## src/rtl/master_in_port.sv

```systemverilog
`default_nettype none
// ============================================================================
// Module   : master_in_port
// Purpose  : Master-side receive stage. Handshakes with the slave serial
//            transmit port through master_ready, deserialises the LSB-first
//            bit stream into DATA_WIDTH-bit words and queues them in a small
//            first-word-fall-through FIFO read out over valid/ready.
// Revision : 1.0  initial release
// ----------------------------------------------------------------------------
// Ports
//   clk            in   1           system clock, rising edge
//   reset          in   1           asynchronous, active-high reset
//   rx_data        in   1           serial data bit from the slave port
//   slave_valid    in   1           slave port transmitting, qualifies rx_data
//   slave_tx_done  in   1           last-bit marker, high with bit DATA_WIDTH-1
//   master_ready   out  1           room for one more complete frame
//   dout           out  DATA_WIDTH  FIFO head word (0 while empty)
//   dout_valid     out  1           FIFO non-empty
//   dout_ready     in   1           consumer pops the head when dout_valid=1
//   rx_done        out  1           one-cycle pulse, word written to the FIFO
//   frame_err      out  1           one-cycle pulse, frame discarded
//   overflow       out  1           sticky, complete word dropped (FIFO full)
// ============================================================================
module master_in_port #(
    parameter int DATA_WIDTH = 8,
    parameter int FIFO_DEPTH = 4
) (
    input  logic                  clk,
    input  logic                  reset,
    input  logic                  rx_data,
    input  logic                  slave_valid,
    input  logic                  slave_tx_done,
    output logic                  master_ready,
    output logic [DATA_WIDTH-1:0] dout,
    output logic                  dout_valid,
    input  logic                  dout_ready,
    output logic                  rx_done,
    output logic                  frame_err,
    output logic                  overflow
);

    localparam int c_CNT_W = $clog2(DATA_WIDTH);
    localparam int c_PTR_W = $clog2(FIFO_DEPTH);
    localparam int c_OCC_W = c_PTR_W + 1;

    localparam logic [c_CNT_W-1:0] c_LAST_BIT = c_CNT_W'(DATA_WIDTH - 1);
    localparam logic [c_CNT_W-1:0] c_CNT_ONE  = c_CNT_W'(1);
    localparam logic [c_OCC_W-1:0] c_DEPTH    = c_OCC_W'(FIFO_DEPTH);
    localparam logic [c_OCC_W-1:0] c_OCC_ONE  = c_OCC_W'(1);
    localparam logic [c_PTR_W-1:0] c_PTR_ONE  = c_PTR_W'(1);

    // Receiver states
    localparam logic [1:0] c_ST_IDLE = 2'd0;
    localparam logic [1:0] c_ST_RECV = 2'd1;
    localparam logic [1:0] c_ST_GAP  = 2'd2;

    // ------------------------------------------------------------------------
    // Registers
    // ------------------------------------------------------------------------
    logic [1:0]            r_state;
    logic [c_CNT_W-1:0]    r_bit_cnt;
    logic [DATA_WIDTH-1:0] r_shift;
    logic [DATA_WIDTH-1:0] r_mem [FIFO_DEPTH];
    logic [c_PTR_W-1:0]    r_wr_ptr;
    logic [c_PTR_W-1:0]    r_rd_ptr;
    logic [c_OCC_W-1:0]    r_count;
    logic                  r_rx_done;
    logic                  r_frame_err;
    logic                  r_overflow;

    // ------------------------------------------------------------------------
    // Combinational decode
    // ------------------------------------------------------------------------
    logic [1:0]            w_state_nxt;
    logic [c_CNT_W-1:0]    w_cnt_nxt;
    logic                  w_shift_we;
    logic                  w_push;
    logic                  w_drop;
    logic                  w_ferr;
    logic                  w_pop;
    logic                  w_full;
    logic                  w_in_flight;
    logic [c_OCC_W-1:0]    w_occ_sum;
    logic [DATA_WIDTH-1:0] w_word;

    assign w_full      = (r_count == c_DEPTH);
    assign dout_valid  = (r_count != '0);
    assign w_pop       = dout_valid & dout_ready;
    assign w_in_flight = (r_state == c_ST_RECV);

    // A frame being received has already claimed a FIFO slot, so it counts
    // toward occupancy when deciding whether to invite another frame. The
    // sum cannot overflow: c_OCC_W bits hold up to 2*FIFO_DEPTH-1.
    assign w_occ_sum    = r_count + (w_in_flight ? c_OCC_ONE : '0);
    assign master_ready = ~reset & (w_occ_sum < c_DEPTH);

    // The final bit is taken straight from the line; it never enters r_shift.
    assign w_word = {rx_data, r_shift[DATA_WIDTH-2:0]};

    always_comb begin
        w_state_nxt = r_state;
        w_cnt_nxt   = r_bit_cnt;
        w_shift_we  = 1'b0;
        w_push      = 1'b0;
        w_drop      = 1'b0;
        w_ferr      = 1'b0;
        case (r_state)
            c_ST_IDLE: begin
                if (slave_valid) begin
                    if (slave_tx_done) begin
                        // A one-bit frame cannot be a complete word.
                        w_ferr      = 1'b1;
                        w_state_nxt = c_ST_GAP;
                    end else begin
                        // r_bit_cnt is 0 in IDLE, so this writes bit 0.
                        w_shift_we  = 1'b1;
                        w_cnt_nxt   = c_CNT_ONE;
                        w_state_nxt = c_ST_RECV;
                    end
                end
            end
            c_ST_RECV: begin
                if (!slave_valid) begin
                    w_ferr      = 1'b1;
                    w_cnt_nxt   = '0;
                    w_state_nxt = c_ST_IDLE;
                end else if (r_bit_cnt != c_LAST_BIT) begin
                    if (slave_tx_done) begin
                        w_ferr      = 1'b1;
                        w_cnt_nxt   = '0;
                        w_state_nxt = c_ST_GAP;
                    end else begin
                        w_shift_we = 1'b1;
                        w_cnt_nxt  = r_bit_cnt + c_CNT_ONE;
                    end
                end else begin
                    w_cnt_nxt   = '0;
                    w_state_nxt = c_ST_GAP;
                    if (slave_tx_done) begin
                        // A same-cycle pop frees the slot this push needs.
                        if (!w_full || w_pop) begin
                            w_push = 1'b1;
                        end else begin
                            w_drop = 1'b1;
                        end
                    end else begin
                        w_ferr = 1'b1;
                    end
                end
            end
            c_ST_GAP: begin
                // Swallow the stale repeat cycle the slave port emits after
                // its last bit.
                w_state_nxt = c_ST_IDLE;
            end
            default: begin
                w_cnt_nxt   = '0;
                w_state_nxt = c_ST_IDLE;
            end
        endcase
    end

    // ------------------------------------------------------------------------
    // Receiver state, shift register and status pulses
    // ------------------------------------------------------------------------
    always_ff @(posedge clk or posedge reset) begin
        if (reset) begin
            r_state     <= c_ST_IDLE;
            r_bit_cnt   <= '0;
            r_shift     <= '0;
            r_rx_done   <= 1'b0;
            r_frame_err <= 1'b0;
            r_overflow  <= 1'b0;
        end else begin
            r_state     <= w_state_nxt;
            r_bit_cnt   <= w_cnt_nxt;
            r_rx_done   <= w_push;
            r_frame_err <= w_ferr;
            if (w_shift_we) begin
                r_shift[r_bit_cnt] <= rx_data;
            end
            if (w_drop) begin
                r_overflow <= 1'b1;
            end
        end
    end

    // ------------------------------------------------------------------------
    // FIFO control: pointers wrap naturally because FIFO_DEPTH is a power
    // of two. A pop with an empty FIFO cannot occur since w_pop requires
    // dout_valid.
    // ------------------------------------------------------------------------
    always_ff @(posedge clk or posedge reset) begin
        if (reset) begin
            r_wr_ptr <= '0;
            r_rd_ptr <= '0;
            r_count  <= '0;
        end else begin
            if (w_push) begin
                r_wr_ptr <= r_wr_ptr + c_PTR_ONE;
            end
            if (w_pop) begin
                r_rd_ptr <= r_rd_ptr + c_PTR_ONE;
            end
            case ({w_push, w_pop})
                2'b10:   r_count <= r_count + c_OCC_ONE;
                2'b01:   r_count <= r_count - c_OCC_ONE;
                default: r_count <= r_count;
            endcase
        end
    end

    // Storage needs no reset: every readable entry was written first.
    always_ff @(posedge clk) begin
        if (w_push) begin
            r_mem[r_wr_ptr] <= w_word;
        end
    end

    // ------------------------------------------------------------------------
    // Outputs
    // ------------------------------------------------------------------------
    // Head is masked while empty so dout reads 0 after reset and after the
    // last pop instead of showing stale storage.
    assign dout      = dout_valid ? r_mem[r_rd_ptr] : '0;
    assign rx_done   = r_rx_done;
    assign frame_err = r_frame_err;
    assign overflow  = r_overflow;

endmodule
`default_nettype wire

```

## config.mk

```make
export PLATFORM = sky130hd
export DESIGN_NAME = master_in_port
export DESIGN_NICKNAME = d
export VERILOG_FILES = /design/src/rtl/master_in_port.sv
export SDC_FILE = /design/constraint.sdc
export NUM_CORES = 1
export LEC_CHECK = 0
export ABC_CLOCK_PERIOD_IN_PS = 2680
export BUFFER_PORTS_ARGS = -buffer_cell sky130_fd_sc_hd__buf_4
export CORE_UTILIZATION = 55
export CTS_CLUSTER_SIZE = 25
export DETAILED_ROUTE_END_ITERATION = 16
export PLACE_DENSITY = 0.74
export SYNTH_ARGS = -nofsm -noshare
export SYNTH_HDL_FRONTEND = slang
export SYNTH_SLANG_ARGS = --single-unit
```

## constraint.sdc

```tcl
create_clock -name clk -period 2.68 [get_ports clk]
set_input_delay 0.134 -clock clk [delete_from_list [all_inputs] [get_ports clk]]
set_output_delay 0.134 -clock clk [all_outputs]
set_load 0.03 [all_outputs]
```

==> impl_results.md <==
- Status: complete, no violations
- Global route hottest layer: met2
- CTS buffer count: 5
- Routability Congestion: around 0.80
- Total GRT Usage: 19.6%
- Antenna Nets Post-Route: 0
- Final worst-path cycle share: 93.1%
- Fmax: 401 MHz
- Sw frac: 33.5%
- Total power: 2.27 mW
- Ys flop type: edfxtp_1
- Largest net degree at the start of global routing: 23
- Final setup violation count: 0
- GR Layer Usage met3: around 4%
- Most common cell in the synthesized netlist: edfxtp_1
- Hold buffers post-CTS: 0
- CORE AREA: 0.00409 mm²
- Worst Skew: 0.00802 ns
- ANT cells: 0
- Combinational share of power: 31.7%
- TritonCTS clock tree: yes
- Remaining Overflow, GRT: 0
- RSZ-0062 raised after global routing: false
- # port buffers: 18
- Setup crit start kind: flop
- Worst-path maximum fanout: 8
- Final setup margin: 0.185 ns
- Delay-heaviest family, CP: adder cells
- HPWL after DPL: 2720 µm
- Worst Hold Class: in2async
- Leakage power: 1.07 nW
- Clock transition at path regs: 0.09 ns
- Post_cts resized: 0
- Layout fillers: 300
- Maximum clock insertion buffer count: 2
- Slew headroom: 44.3%
- Mapped Nets: 170
- Fin. max-slew vios: 0
- Placed cell count: about 220
- Synth warn: 0
- Total of max-cap violations: 0
- Final TNS setup: 0 ns
- Peak supply drop: 0.000603 V
- Root buffer cell: clkbuf_8
- Routed vias/inst: approximately 5.6
- Multi-input logic area: between 800 and 900 µm²
- Synth area leaders: edfxtp_1, dfrtp_1, mux4_2
- Vias: about 1.3k
- Syn Std Cell Area: between 0.002 and 0.0025 mm²
- CP max stage delay: 0.46 ns
- Initial DRC count: 47
- Met1 Track Usage GR: 23.4%
- Detail-routed net length per standard cell: around 17 µm
- Sequential area share after synthesis: 62.9%
- Sequential cell area: 0.00151 mm²
- DRT Wirelength: 3860 µm
- CP cell instances: ha_1 -> ha_1 -> and3_1 -> nor3b_4 -> inv_1 -> ha_1 -> inv_1 -> fa_1 -> mux2i_1
- Syn avg cell area: 15.5 µm²
- Most used cell, CP: ha_1
- Hold WS: 0.00599 ns
- Non-Filler Instances: 226
- Post-synth top cells: edfxtp_1, dfrtp_1, inv_1
- Initial antenna violation count: 0
- Ys async rst share: 40.7%
- Crit path capture type: flop
- Core Util, Final: 65.2%
- GR Layer Usage met2: about a third
- First-pass GRT wire length: ~6300 µm
- Seq pwr share: 49.5%
- Post-synthesis register bit count: 54
- First-pass iteration count of the detailed router: 4
- Post-synth top area share: 40.0%
- Cell Area, Placed: between 0.002 and 0.003 mm²
- CP bufs+invs: 2
- Clock Sink Count: between 50 and 60
- Rows: 23
- Initial core utilization: 58.8%
- Layout cells sized above 1: 28.4%
- Distinct cell type count after synthesis: 35
- Critical-path top delay cell: dfrtp_1
- Net Sw Power: 0.762 mW
- Synth area leader: edfxtp_1
- Final Hold Fails: 0
- Final Critical Period: 2.50 ns
- Die Footprint: 0.00464 mm²
- Setup WS pre-CTS: 0.239 ns
- CP Class: reg2reg
- Die Y: 68.1 µm
- Post-CTS Setup Bufs: 0
- Worst-Margin Slew: 0.834 ns
- Worst skew pair latency: around 0.30 ns
- Die W: 68.1 µm
- Design area: 0.00266 mm²
- Clock network fraction of total power: a little under a fifth
- H-tree depth: 2
- DRC Markers: 0
- Area Growth Syn to Fin: 10.8%
- Crit path DAT: roughly 2.7 ns
- Worst EP required: 2.89 ns
- Post-Synthesis Cells: between 150 and 200
- Vias in the first global route: approximately 1.3k
- Io pins: 19
- Nets@finish: 190
- Pwr dens: 854 mW/mm²
- Number of synthesized flops with an enable pin: 32
- Pint: between 1.5 and 2 mW
sequential cells by signal, indices dropped and copies added (netlist names):
register   flops
r_shift        7
r_rd_ptr       2
r_bit_cnt      3
rx_done        1
r_count        3
r_state        2
overflow       1
frame_err      1
r_wr_ptr       2
r_mem         32
cell usage in the layout, fill, tap and decap left out, types with 2 or more instances in the layout:
master,n
nor2_1,5
edfxtp_1,32
and2_2,4
buf_4,18
o2111ai_1,4
and2_1,10
nor2b_1,2
nand3_1,2
dfrtp_1,22
mux4_2,8
clkbuf_8,5
mux2_2,7
o22ai_1,2
xnor2_1,4
ha_1,8
o211ai_1,3
nand2_1,4
inv_1,11
xor2_1,3
a21oi_1,4
layout make-up:
cell class                 count  area share [%]
sequential                    54            56.7
multi-input combinational     85            31.1
timing repair buffer          18            5.07
clock buffer                   5            2.58
tap                           50            2.35
inverter                      11            1.55
clock inverter                 3           0.611
cell families after synthesis:
logic type	after synthesis	synth area share (%)
xor+xnor	7	2.55
compound gates	16	4.79
buf+inv	16	2.65
mux	17	11.8
flops	54	62.9
fa+ha+maj	9	5.00
simple gates	36	10.3
power by group through the flow:
stage | Sequential [mW] | Combinational (mW) | Clock (mW)
after floorplan | 1.05 | 0.594 | 0
after global placement | 1.14 | 0.702 | 0
after detailed placement | 1.15 | 0.720 | 0
after CTS | 1.13 | 0.731 | 0.436
after global routing | 1.15 | 0.789 | 0.464
final | 1.13 | 0.721 | 0.427
layer usage:
metal  part of all wire, %  up-vias
met5                     0        -
met1                    45      642
met3                   2.3        5
met2                    51       18
li1                      -      607
met4                   1.5        0
worst paths after layout:
check | from | endpoint | slack (ns) | cells after the start
worst max-delay path | r_bit_cnt[1] | r_count[1] | 0.18 | 9
worst min-delay path | reset | r_rd_ptr[1] | 0.006 | 2
worst max register to register | r_bit_cnt[1] | r_count[1] | 0.18 | 9
worst min register to register | overflow | overflow | 0.49 | 1
max in group asynchronous | reset | r_wr_ptr[0] | 2.16 | 2
min in group clk | slave_valid | frame_err | 0.08 | 2
Power figures use the tool's default switching activity.
